--- src/rtl/count_en_gen.sv ---
// Programmable enable-pulse generator: divides clk by (div+1) and emits one-cycle
// en pulses, either continuously or for a fixed-length burst, under start/stop control.
module count_en_gen #(
  parameter int DIV_W   = 8,
  parameter int BURST_W = 4
) (
  input  logic               clk,
  input  logic               rst,
  input  logic               start,
  input  logic               stop,
  input  logic               mode,
  input  logic [DIV_W-1:0]   div,
  input  logic [BURST_W-1:0] burst_len,
  output logic               en,
  output logic               busy,
  output logic               done
);

  typedef enum logic {
    IDLE = 1'b0,
    RUN  = 1'b1
  } state_t;

  localparam logic [DIV_W-1:0]   PC_ONE = DIV_W'(1);
  localparam logic [BURST_W-1:0] BC_ONE = BURST_W'(1);

  state_t             state_q, state_d;
  logic [DIV_W-1:0]   pc_q, pc_d;
  logic [BURST_W-1:0] bc_q, bc_d;
  logic [DIV_W-1:0]   div_q, div_d;
  logic [BURST_W-1:0] len_q, len_d;
  logic               mode_q, mode_d;
  logic               en_q, en_d;
  logic               busy_q, busy_d;
  logic               done_q, done_d;
  logic [BURST_W-1:0] bc_inc;

  assign bc_inc = bc_q + BC_ONE;

  always_comb begin
    state_d = state_q;
    pc_d    = pc_q;
    bc_d    = bc_q;
    div_d   = div_q;
    len_d   = len_q;
    mode_d  = mode_q;
    en_d    = 1'b0;
    done_d  = 1'b0;

    unique case (state_q)
      IDLE: begin
        if (start && !stop) begin
          div_d  = div;
          len_d  = burst_len;
          mode_d = mode;
          pc_d   = '0;
          bc_d   = '0;
          // A zero-length burst completes immediately without ever entering RUN.
          if (mode && (burst_len == '0)) begin
            done_d = 1'b1;
          end else begin
            state_d = RUN;
          end
        end
      end

      RUN: begin
        if (stop) begin
          state_d = IDLE;
        end else if (pc_q == div_q) begin
          pc_d = '0;
          en_d = 1'b1;
          if (mode_q) begin
            bc_d = bc_inc;
            if (bc_inc == len_q) begin
              state_d = IDLE;
              done_d  = 1'b1;
            end
          end
        end else begin
          pc_d = pc_q + PC_ONE;
        end
      end

      default: state_d = IDLE;
    endcase

    // busy tracks the state being entered so it drops together with the last pulse.
    busy_d = (state_d == RUN);
  end

  always_ff @(posedge clk or negedge rst) begin
    if (!rst) begin
      state_q <= IDLE;
      pc_q    <= '0;
      bc_q    <= '0;
      div_q   <= '0;
      len_q   <= '0;
      mode_q  <= 1'b0;
      en_q    <= 1'b0;
      busy_q  <= 1'b0;
      done_q  <= 1'b0;
    end else begin
      state_q <= state_d;
      pc_q    <= pc_d;
      bc_q    <= bc_d;
      div_q   <= div_d;
      len_q   <= len_d;
      mode_q  <= mode_d;
      en_q    <= en_d;
      busy_q  <= busy_d;
      done_q  <= done_d;
    end
  end

  assign en   = en_q;
  assign busy = busy_q;
  assign done = done_q;

endmodule
--- config.mk ---
export PLATFORM = sky130hd
export DESIGN_NAME = count_en_gen
export DESIGN_NICKNAME = d
export VERILOG_FILES = /design/src/rtl/count_en_gen.sv
export SDC_FILE = /design/constraint.sdc
export NUM_CORES = 1
export LEC_CHECK = 0
export ABC_AREA = 1
export BUFFER_PORTS_ARGS = -buffer_cell sky130_fd_sc_hd__buf_2
export CORE_MARGIN = 4
export CORE_UTILIZATION = 50
export CTS_CLUSTER_DIAMETER = 30
export DETAILED_ROUTE_END_ITERATION = 16
export GPL_TIMING_DRIVEN = 0
export PLACE_DENSITY = 0.71
export SYNTH_ARGS = -nofsm -noshare
export SYNTH_HDL_FRONTEND = slang
export SYNTH_SLANG_ARGS = --single-unit
--- constraint.sdc ---
create_clock -name clk -period 1.61 [get_ports clk]
set_input_delay 0.0805 -clock clk [delete_from_list [all_inputs] [get_ports clk]]
set_output_delay 0.0805 -clock clk [all_outputs]
set_load 0.05 [all_outputs]
* Word-level counts from Yosys, hierarchy flattened
Index checks and enable logic that the tools add are counted.
W data, S select, Z words.
** Word-level totals
- Bits in registers :: 28
- Input bits :: 17
- Output and inout bits :: 3
- Logic and storage cells :: 50
** Operators by class
- Add/sub/neg operators :: 2
- Equality and inequality tests :: 6
- Multiplexer cells :: 26
- Bitwise logic cells :: 1
- Reduce and logical (&&, ||, !) cells :: 7
** Operators by type and width (count)
- $mux W8 :: 3
- $mux W4 :: 4
- $pmux W8 S2 :: 1
- $mux W1 :: 15
- $add A8 B1 Y8 const B :: 1
- $eq A8 B8 Y1 :: 1
- $pmux W4 S2 :: 1
- $ne A2 B2 Y1 const B :: 3
- $add A4 B1 Y4 const B :: 1
- $eq A4 B4 Y1 :: 1
- $logic_not A4 Y1 :: 1
- $pmux W1 S2 :: 2
- $reduce_and A2 Y1 :: 2
- $reduce_and A4 Y1 :: 1
- $logic_and A1 B1 Y1 :: 2
- $ne A2 B1 Y1 const B :: 1
- $logic_not A1 Y1 :: 1
- $not A1 Y1 :: 1

* Depth between registers and ports, before layout
Gate-level depths: netlist of run 1.
- Depth in word-level cells :: 7
- Gate-level depth with buffers :: 10
- Gate-level depth less buffers :: 10

* Least setup slack after synthesis of run 1
OpenSTA, ideal clock, no wires.
- Kind :: register -> register
- Start :: reg busy (netlist name)
- End :: reg pc_q[6]
- Setup time :: 119 ps
- Data arrival time :: 1447 ps
- Required time :: 1491 ps
- Setup slack :: 44 ps
- Cell stages (with the launch flop) :: 8
- Path buffers :: 0
- Period minus slack after synthesis :: 1566 ps
- Cell sequence :: dfrtp_1 -> inv_2 -> o21ai_4 -> nand4_2 -> nor2_2 -> nand3_1 -> nand2_1 -> nor2_1
** RTL lines
- to (signal assigned) :: line 105 : pc_q <= pc_d;
- to (decl) :: line 28 : logic [DIV_W-1:0] pc_q, pc_d;

* Worst setup path after layout of run 1
- Start :: reg bc_q[0]
- End :: reg done_q (netlist: done)
** On the way
- Cells in the longest elaborated chain, start to end :: 7
** Ends and longest elaborated chain
- from (decl) :: line 29 : logic [BURST_W-1:0] bc_q, bc_d;
- from (signal assigned) :: line 96 : bc_q <= '0;
- from (signal assigned) :: line 106 : bc_q <= bc_d;
- $add A4 B1 Y4 :: line 38 : assign bc_inc = bc_q + BC_ONE;
- $eq A4 B4 Y1 :: line 75 : if (bc_inc == len_q) begin
- $mux W1 :: line 75
- $mux W1 :: line 73 : if (mode_q) begin
- $mux W1 :: line 70 : end else if (pc_q == div_q) begin
- $mux W1 :: line 68 : if (stop) begin
- $pmux W1 S2 :: line 50 : unique case (state_q)
- named net done_d :: line 35 : logic done_q, done_d;
- to (signal assigned) :: line 112 : done_q <= done_d;
- to (decl) :: line 35
The timed path passes the listed nets, and every way through them passes these cells.
A chain may end at the register's enable or synchronous reset.

==> results of run 1 <==
[synthesized netlist by cell type]
master,number,area (µm²)
inv_2,1,3.75
nand4_1,6,37.5
a21oi_1,4,20.0
nor3_1,1,5.00
xor2_1,3,26.3
ha_1,2,25.0
nor2_1,14,52.6
o21ai_4,1,16.3
nand2_1,70,263
nand4_2,1,12.5
nand3_1,11,55.1
dfrtp_1,28,701
o21ai_0,14,70.1
o211ai_1,1,7.51
nand2_2,1,6.26
buf_2,2,10.0
inv_1,24,90.1
nor2_2,1,6.26
xnor2_1,5,43.8
a21boi_0,1,7.51
buf_4,1,7.51
[state kept, by name (all words and copies together) (netlist names)]
register / cells
len_q: 4
pc_q: 8
mode_q: 1
done: 1
div_q: 8
busy: 1
bc_q: 4
en: 1
[per-layer routing]
layer,share of wire,vias up
li1,-,669
met1,0.48,620
met2,0.48,28
met3,0.034,4
met4,0.012,0
met5,0,-
[cell usage in the layout (no fill, tap or decap), types with 2 or more instances in the layout]
cell type / count
dlygate4sd3_1: 12
nand2_1: 69
a21oi_1: 4
dfrtp_1: 27
xnor2_1: 4
nand3_1: 10
nor2_1: 14
nand4_1: 6
o21ai_0: 14
nand2_2: 2
clkbuf_4: 3
ha_1: 2
inv_1: 24
buf_2: 21
xor2_1: 3
[power breakdown]
group,switching [mW],internal [mW]
clock network,0.209,0.139
registers,0.0829,0.800
logic,0.240,0.163
total,0.532,1.10
[tightest hold or removal path: cells and delay by family]
family | cells | cell delay [ps]
AO/OA/AOI/OAI | 1 | 90
buffers and inverters | 2 | 170
[through the flow]
| stage | instance area (µm²) | power [mW] |
|---|---|---|
| after floorplan | 1470 | 1.15 |
| after global placement | 1600 | 1.24 |
| after detailed placement | 1600 | 1.27 |
| after CTS | 1760 | 1.64 |
| after global routing | 1770 | 1.75 |
| final | 1770 | 1.63 |
[worst max-delay path by stage]
stage | from | to | slack (ps)
2_1_floorplan | busy | pc_q[6] | 40
3_3_place_gp | bc_q[0] | done | 120
3_5_place_dp | bc_q[0] | busy | 50
4_1_cts | bc_q[0] | done | 7
5_1_grt | bc_q[0] | done | -50
6_report | bc_q[0] | done | 100
[final cells by class]
cell class | count | area [µm²]
Clock buffer | 4 | 36.3
Multi-Input combinational cell | 136 | 669
Timing Repair Buffer | 31 | 215
Sequential cell | 28 | 702
Fill cell | 254 | 1010
Buffer | 3 | 17.5
Tap cell | 31 | 38.8
Inverter | 25 | 93.8
[cells by family after synthesis]
logic type               count (synthesis)  share of synthesized area
AO/OA/AOI/OAI                           21                     0.0828
XOR/XNOR                                 8                     0.0478
adder cells (fa/ha/maj)                  2                     0.0171
buffers and inverters                   28                     0.0759
flip-flops                              28                      0.478
AND/OR/NAND/NOR                        105                      0.299
[repair_timing]
action,in CTS,in global routing
endpoints found under the setup margin,0,9
setup buffers,0,0
hold buffers,12,0
hold endpoints to repair,39,0
resized for setup,0,5
==> metrics list, run 1 <==
* Count of buffers inserted at the top-level ports: 19
* Largest stage delay, worst path: approximately 480 ps
- Slowest cell on the critical path: dfrtp_2
* IO Count: 20
- The number of cells on the worst reg-to-reg path is 7.
- Maximum achievable frequency: 662 MHz
* Number of antenna violations at the first check in global routing: 0
- Min-delay worst type: in -> reg
* Total standard cell area after synthesis: between 1000 and 1500 µm²
* Element type at the critical path start: flop
- Number of max-capacitance violations reported: 0
- Overall die width: 62.2 µm
* Endpoint, Worst Hold: len_q[0]
- Number of register bits inferred by synthesis: 28
- Endpoints failing setup: 0
- For this run, the share of the core covered by cells in the final layout is 0.637.
- Clock latency on the worst-skew pair, taken at its later pin, is 330 ps.
* Vias after detailed routing: 1,321
- WP buf/inv: 1
* Slew at the pin closest to its max-slew limit: 617 ps
* Category of cells accounting for the largest share of critical-path delay: flip-flops
* Area enclosed by the die boundary: 3860 µm²
- The worst path meets setup with 99.1 ps of slack.
* Syn. warnings: 0
- Prior to clock tree synthesis, the placed netlist has a worst setup slack of 54.5 ps.
- In this run the number of cells on the critical path is 7.
- Clock Skew: ~1.8 ps
- At the end of the flow, the number of nets in the layout was 247.
- After floorplanning, the core was divided into 19 placement rows.
- The count of nets left with antenna violations once routing finished came out at 0.
- Met1 GRT Util: 0.228
- Total Routing Usage GR: 0.172
- Run status: finished clean
- Root Buffer Master: clkbuf_4
- TritonCTS built the clock tree.
* CP Data Arrival Time: approximately 1800 ps
- The number of nets handed over by synthesis was 211.
* Detail-routed net length per standard cell: 12.4 µm
* Effective utilization at floorplan: 0.527
* DP HPWL: 2360 µm
- Summed over all layers, the global routing overflow is 0.
* Drt total wl: 3210 µm
- Vias per cell: 5.12
- Post-route clock period utilization: 0.938
* Antenna cell count: 0
* Register area share after synthesis: 0.478
* Kind of capture point of the worst setup path: flop
- Number of clock sinks seen by CTS: 28
* Number of standard cells after synthesis: 192
- Die Y-Extent: 62.2 µm
- In this run, distinct cell masters in the synthesized netlist total 21.
- The startpoint identified for the worst hold timing path is burst_len[0].
- The pre-antenna-repair detailed-routing pass consisted of 4 iterations.
* Total clock buffers created by CTS: 3
- In this run the critical register-to-register path is captured at done.
- Pleak: 0.953 nW
* Biggest fanout along the worst timing path: 5
- Global-route wire length before repair: 5450 µm
* Power density relative to cell area: 921 nW/µm²
- By startpoint and endpoint, the worst setup path is classified as reg -> reg.
- The worst-case IR drop observed on VDD is between 0.8 and 0.9 mV.
- After the first detailed-routing iteration, the DRC count stood at 57.
- Routability Congestion: 0.822
- Headroom to the max-slew limit came out at 0.589.
* CTS clk-pin slew, worst paths: around 150 ps
- Core area: 2780 µm²
* H-tree levels: 1
- Grt met2 use: 0.285
* Ordered list of cells on the worst path: ha_1, inv_1, a21oi_1, o211ai_1, nor2_1, nand2_1, o21ai_0
- The worst register-to-register path has a setup slack of 100 ps.
- Compared with the post-synthesis result, the final layout area differs by 20.9%.
- Counting tap cells, the placed design contains a total of between 200 and 250 instances.
- Entering global routing, the biggest net connects 29 pins.
* DRC: 0
- The layer flagged by global routing as most heavily used is met2.
- Met3 Track Usage GR: 0.0234
- Fraction of final layout cells sized beyond drive strength 1: 0.154
* Unrepaired setup endpoints after global routing: true
* Time the final worst path needs with I/O delays and setup: 1510 ps
* Startpoint of the most critical register-to-register path: bc_q[0]
- Fin. Hold Viols: 0
- Synth Area per Inst: 7.64 µm²
- Required time of the critical path: 1870 ps
- Vias in the first global route: approximately 1,200
* Post-route insts no fill: around 260
* Min-Delay Path Depth: 3
- Worst slack on hold paths: ~39 ps
* CTS max path bufs: 2
* Post-Route Setup TNS: 0 ps
- The number of max-slew violations in the final report came to 0.
Note: power is estimated with default switching activity, not from simulation.
==> inputs of run 2 (changes only) <==
Settings changed: RECOVER_POWER set to 100.
==> metrics list, run 2 (synthesis gave the netlist of run 1 again) <==
* Number of antenna violations at the first check in global routing: 0 (unchanged)
- The residual antenna-violating net count after detailed routing is 0 (unchanged).
* Time the final worst path needs with I/O delays and setup: 1520 ps (+4.13 ps)
- The relative slew slack was 0.538 (-0.0513).
- Min-delay worst type: in -> reg
* Worst skew pair latency: 330 ps (about the same)
* Post-route insts no fill: 258 (unchanged)
- Worst min-delay path startpoint: burst_len[1]
- The number of buffer cells added on primary ports came to 19 (unchanged).
- Antenna cell count: 0 (unchanged)
- The total congestion overflow is 0 (unchanged).
* Worst slack on hold paths: 38.2 ps (-0.349 ps)
* Endpoints failing setup: 0 (unchanged)
* Max-slew violation count: 0 (unchanged)
* Registers with the most flip-flops: div_q: 8 flops, pc_q: 8 flops
* Reg2reg setup slack: 90 ps (about the same)
- The largest voltage drop on the vdd net is 0.840 mV (-0.16%).
- The overall routed net length came to 3200 µm (-0.50%).
- Root Buffer Master: clkbuf_4
- CTS clk-pin slew, worst paths: 150 ps (about the same)
- The die footprint was 3860 µm² (unchanged).
- Maximum achievable frequency: 660 MHz (-0.27%)
- Top library cells by usage in the layout, fill and taps aside: nand2_1, dfrtp_1, inv_1
- Run status: finished clean
* Storage cell area: 702 µm² (unchanged)
- The number of buffers inserted during clock tree synthesis is 3 (unchanged).
* Die Y-Extent: 62.2 µm (unchanged)
* Element type at the critical path start: flop
- The placement row count came to 19 (unchanged).
- The average detailed-routed wire length per instance came to 12.4 µm (-0.50%).
- Core area: 2780 µm² (unchanged)
* Number of max-capacitance violations reported: 0 (unchanged)
- Final-layout fill cell count: 258 (+1.6%)
- Total Routing Usage GR: 0.172 (unchanged)
- The transition time of the tightest slew-check pin came to 693 ps (+76.9 ps).
- Worst r2r path cells: 7 (unchanged)
- The total via count in the routed design is 1,315 (-0.45%).
- H-tree levels: 1 (unchanged)
- Startpoint of the most critical register-to-register path: bc_q[0]
* Class of the most critical setup path: reg -> reg
- Fraction of final layout cells sized beyond drive strength 1: 0.128 (-0.0264)
- Maximum number of pins on one net before global-route repair: 29 (unchanged)
* Biggest fanout along the worst timing path: 5 (unchanged)
- Min-Delay Path Depth: 3 (unchanged)
* Kind of capture point of the worst setup path: flop
* Overall die width: 62.2 µm (unchanged)
- Syn-to-layout area delta: 20.3%
- Starting DRC count in detailed routing: 59 (+3.5%)
- The path with the worst hold slack has its endpoint at len_q[1].
- The post-route DRC violation count is 0 (unchanged).
- The number of endpoints with negative hold slack in the final report came to 0 (unchanged).
- Critical register-to-register path endpoint: done
- The final RePlAce weighted congestion was 0.822 (unchanged).
* Vias per cell: 5.10 (-0.45%)
- Unrepaired setup endpoints after global routing: true
* IO Count: 20 (unchanged)
* Final #Nets: 247 (unchanged)
- Vias in the first global route: 1,239 (unchanged)
- The critical path required time was 1870 ps (about the same).
- Commonest non-fill, non-tap cell in the layout: nand2_1
- Number of clock sinks seen by CTS: 28 (unchanged)
- Power density relative to cell area: 923 nW/µm² (+0.22%)
* Effective utilization at floorplan: 0.527 (unchanged)
* Post-placement cell count: 242 (unchanged)
* Clock Skew: 1.32 ps (-0.497 ps)
- Post-route clock period utilization: 0.941 (+0.00257)
* Pre-Repair DR Iteration Count: 4 (unchanged)
- CP Data Arrival Time: 1770 ps (about the same)
- Multi-input gate area in the final layout: 667 µm² (-0.37%)
- The largest buffer count on any clock path was 2 (unchanged).
- TritonCTS built the clock tree.
* DP HPWL: 2360 µm (unchanged)
* Global-route wire length before repair: 5450 µm (unchanged)
* Pleak: 0.932 nW (-2.2%)
* Buffers inserted by post-CTS timing repair: 0 (unchanged)
-- run 2: power breakdown --
part	internal, mW	leakage (nW)	switching (mW)	total (mW)
Clock	0.139	0.0210	0.208	0.347
Sequential	0.800	0.365	0.0826	0.882
Combinational	0.160	0.547	0.239	0.399
-- run 2: final cells by class --
class,count,area share
Inverter,25,0.0532
Sequential cell,28,0.398
Tap cell,31,0.0220
Timing Repair Buffer,31,0.120
Clock buffer,4,0.0206
Buffer,3,0.00851
Multi-Input combinational cell,136,0.378
-- run 2: per-stage QoR --
step / power [mW] / setup WS, ps / util / TNS [ps] / cell area (µm²)
3_5_place_dp: 1.27 / 54.5 / 0.575 / 0 / 1600
6_report: 1.63 / 95.0 / 0.634 / 0 / 1760
5_1_grt: 1.74 / -52.6 / 0.634 / -95.1 / 1760
3_3_place_gp: 1.24 / 121 / 0.575 / 0 / 1600
4_1_cts: 1.64 / 7.25 / 0.632 / 0 / 1760
2_1_floorplan: 1.15 / 43.8 / - / 0 / 1470
-- run 2: worst max path at each step --
stage	from	endpoint	slack (ps)	cells after the start
after floorplan	busy	pc_q[6]	40	7
after global placement	bc_q[0]	done	120	8
after detailed placement	bc_q[0]	busy	50	9
after CTS	bc_q[0]	done	7	8
after global routing	bc_q[0]	done	-50	8
final	bc_q[0]	done	90	7
-- run 2: critical path, stage by stage (launching register included) --
cell and delay, ps:
dfrtp_2 480, ha_1 320, inv_1 60, a21oi_1 120
o211ai_1 100, nor2_1 140, nand2_1 70, o21ai_0 160
-- run 2: metal layers --
metal  part of all wire  track usage  vias up
li1                   -            -      672
met1               0.48        0.228      611
met3              0.041       0.0234        5
met4              0.015       0.0623        0
met2               0.47        0.285       27
met5                  0            0        -
-- run 2: what timing repair did --
item                       in CTS  in global routing
hold endpoints to repair       39                  0
setup endpoints to repair       0                  9
hold buffers                   12                  0
resized for setup               0                  5
==> inputs of run 3 (changes only) <==
==> constraint.sdc (replaced) <==
create_clock -name clk -period 1.61 [get_ports clk]
set_input_delay 0.161 -clock clk [delete_from_list [all_inputs] [get_ports clk]]
set_output_delay 0.161 -clock clk [all_outputs]
set_load 0.05 [all_outputs]
==> metrics list, run 3 (synthesis gave the netlist of run 1 again) <==
* Run status: finished clean
- The peak clock frequency supported by timing came to 660 MHz (about the same).
- The largest registers in the layout are div_q: 8 flops, pc_q: 8 flops.
* Largest vdd supply drop: 0.834 mV (-0.71%)
- Root Buffer Master: clkbuf_4
* Biggest fanout along the worst timing path: 5 (unchanged)
- The count of final setup violators is 0 (unchanged).
- The I/O pin count is 20 (unchanged).
- The multi-input gate area in the final layout came to 667 µm² (unchanged).
- The overall routed net length is 3060 µm (-4.2%).
- The average detailed-routed wire length per instance is 12.4 µm (about the same).
* Post-Route Setup TNS: 0 ps (unchanged)
- The number of nets in the layout is 236 (-4.5%).
* DRT antenna net count: 0 (unchanged)
- The number of clock sinks was 28 (unchanged).
- Global-route wire length before repair: 5130 µm (-6.0%)
* Vias in the first global route: 1,174 (-5.2%)
* Effective utilization at floorplan: 0.527 (unchanged)
- Min-delay worst type: in -> reg
* Vias after detailed routing: 1,279 (-2.7%)
* Fraction of final layout cells sized beyond drive strength 1: 0.139 (+0.0111)
- The total cell area at the placement stage is 1600 µm² (unchanged).
* Routability Congestion: 0.822 (unchanged)
* Slew at the pin closest to its max-slew limit: 693 ps (-0.641 ps)
- Syn-to-layout area delta: 12.9%
* Top library cells by usage in the layout, fill and taps aside: nand2_1, dfrtp_1, inv_1
* GRT overflow: 0 (unchanged)
- The relative slew slack is 0.538 (about the same).
* FP Rows: 19 (unchanged)
* DP HPWL: 2360 µm (unchanged)
- The clock network latency to the later pin of the worst-skew pair is 330 ps (about the same).
- The power density over cell area was 969 nW/µm² (+5.0%).
- Count of buffers inserted at the top-level ports: 19 (unchanged)
* Die Y-Extent: 62.2 µm (unchanged)
- The number of antenna repair diodes came to 0 (unchanged).
- Power after layout: 1.60 mW (-1.5%)
* CTS clk-pin slew, worst paths: 150 ps (about the same)
- The number of antenna violations at the first check in global routing came to 0 (unchanged).
- Time the final worst path needs with I/O delays and setup: 1520 ps (+0.158 ps)
- Clock Skew: 3.87 ps (+2.55 ps)
- The number of buffers inserted during clock tree synthesis came to 3 (unchanged).
- DRC: 0 (unchanged)
* Required time of the critical path: 1860 ps (about the same)
- Vias per cell: 5.18 (+1.6%)
- The worst setup path is launched from a flop.
- H-tree levels: 1 (unchanged)
* Post-route clock period utilization: 0.941 (about the same)
* Area enclosed by the die boundary: 3860 µm² (unchanged)
* Pleak: 0.890 nW (-4.6%)
- The pin count of the biggest net entering global routing is 29 (unchanged).
- Core area: 2780 µm² (unchanged)
- Cell area after layout: 1660 µm² (-6.2%)
* Overall die width: 62.2 µm (unchanged)
* Final cell utilization of the core: 0.595 (-0.0391)
- Setup repair after global routing could not meet its margin everywhere.
- Storage cell area: 702 µm² (unchanged)
- The global router's overall resource usage is 0.162 (-0.0103).
* Commonest non-fill, non-tap cell in the layout: nand2_1
- Post-route insts no fill: 247 (-4.3%)
- STA classifies the critical path endpoint as a flop.
- The largest buffer count on any clock path is 2 (unchanged).
- The number of endpoints with negative hold slack in the final report is 0 (unchanged).
- Class of the most critical setup path: reg -> reg
* Post-placement cell count: 242 (unchanged)
- The initial DRC count came to 59 (unchanged).
- The arrival time of data at the critical path endpoint is 1770 ps (about the same).
* Max-slew violation count: 0 (unchanged)
- Final-layout fill cell count: 273 (+5.8%)
- Clock tree from TritonCTS: yes
- Number of max-capacitance violations reported: 0 (unchanged)
- Pre-Repair DR Iteration Count: 4 (unchanged)
run 3: final timing paths:
check,start,end,slack (ps),cells after the start
worst min register to register,div_q[2],div_q[2],520,2
worst min-delay path,div[3],div_q[3],20,3
max in group asynchronous,rst,bc_q[0],750,2
min in group asynchronous,rst,bc_q[3],390,2
worst max register to register,bc_q[0],done,90,7
worst max-delay path,bc_q[0],done,90,7
run 3: cell type report:
cell class | count | share of cell area
plain buffers | 3 | 0.00907
repair buffers | 20 | 0.0620
clock buffers | 4 | 0.0219
flip-flops and latches | 28 | 0.424
inverters | 25 | 0.0567
well taps | 31 | 0.0234
multi-input cells | 136 | 0.403
run 3: metrics by stage:
| stage | worst slack (ps) | hold WS, ps |
|---|---|---|
| floorplan | 43.8 | -135 |
| global placement | 121 | 212 |
| detailed placement | 54.5 | 219 |
| global route | -52.6 | 9.27 |
| CTS | 7.25 | 7.92 |
| finish | 94.8 | 17.3 |
run 3: per-layer routing:
metal / vias up / track usage / part of all wire
li1: 651 / - / -
met1: 597 / 0.216 / 0.48
met2: 26 / 0.262 / 0.46
met3: 5 / 0.0270 / 0.042
met4: 0 / 0.0623 / 0.016
met5: - / 0 / 0
run 3: what timing repair did:
item                                    CTS  global route
hold endpoints to repair                 28             0
resized for setup                         0             5
buffers inserted                          0             0
hold buffers                              1             0
endpoints found under the setup margin    0             9
run 3: where the power goes:
| part | switching (mW) | total (mW) | internal (mW) |
|---|---|---|---|
| clock | 0.206 | 0.344 | 0.139 |
| combinational | 0.235 | 0.379 | 0.144 |
| sequential | 0.0821 | 0.882 | 0.800 |
| total | 0.522 | 1.60 | 1.08 |
run 3: critical path, cell delays in order, from the launching register on:
cell and delay, ps:
dfrtp_2 480, ha_1 320, inv_1 60, a21oi_1 120, o211ai_1 100, nor2_1 140, nand2_1 70, o21ai_0 160
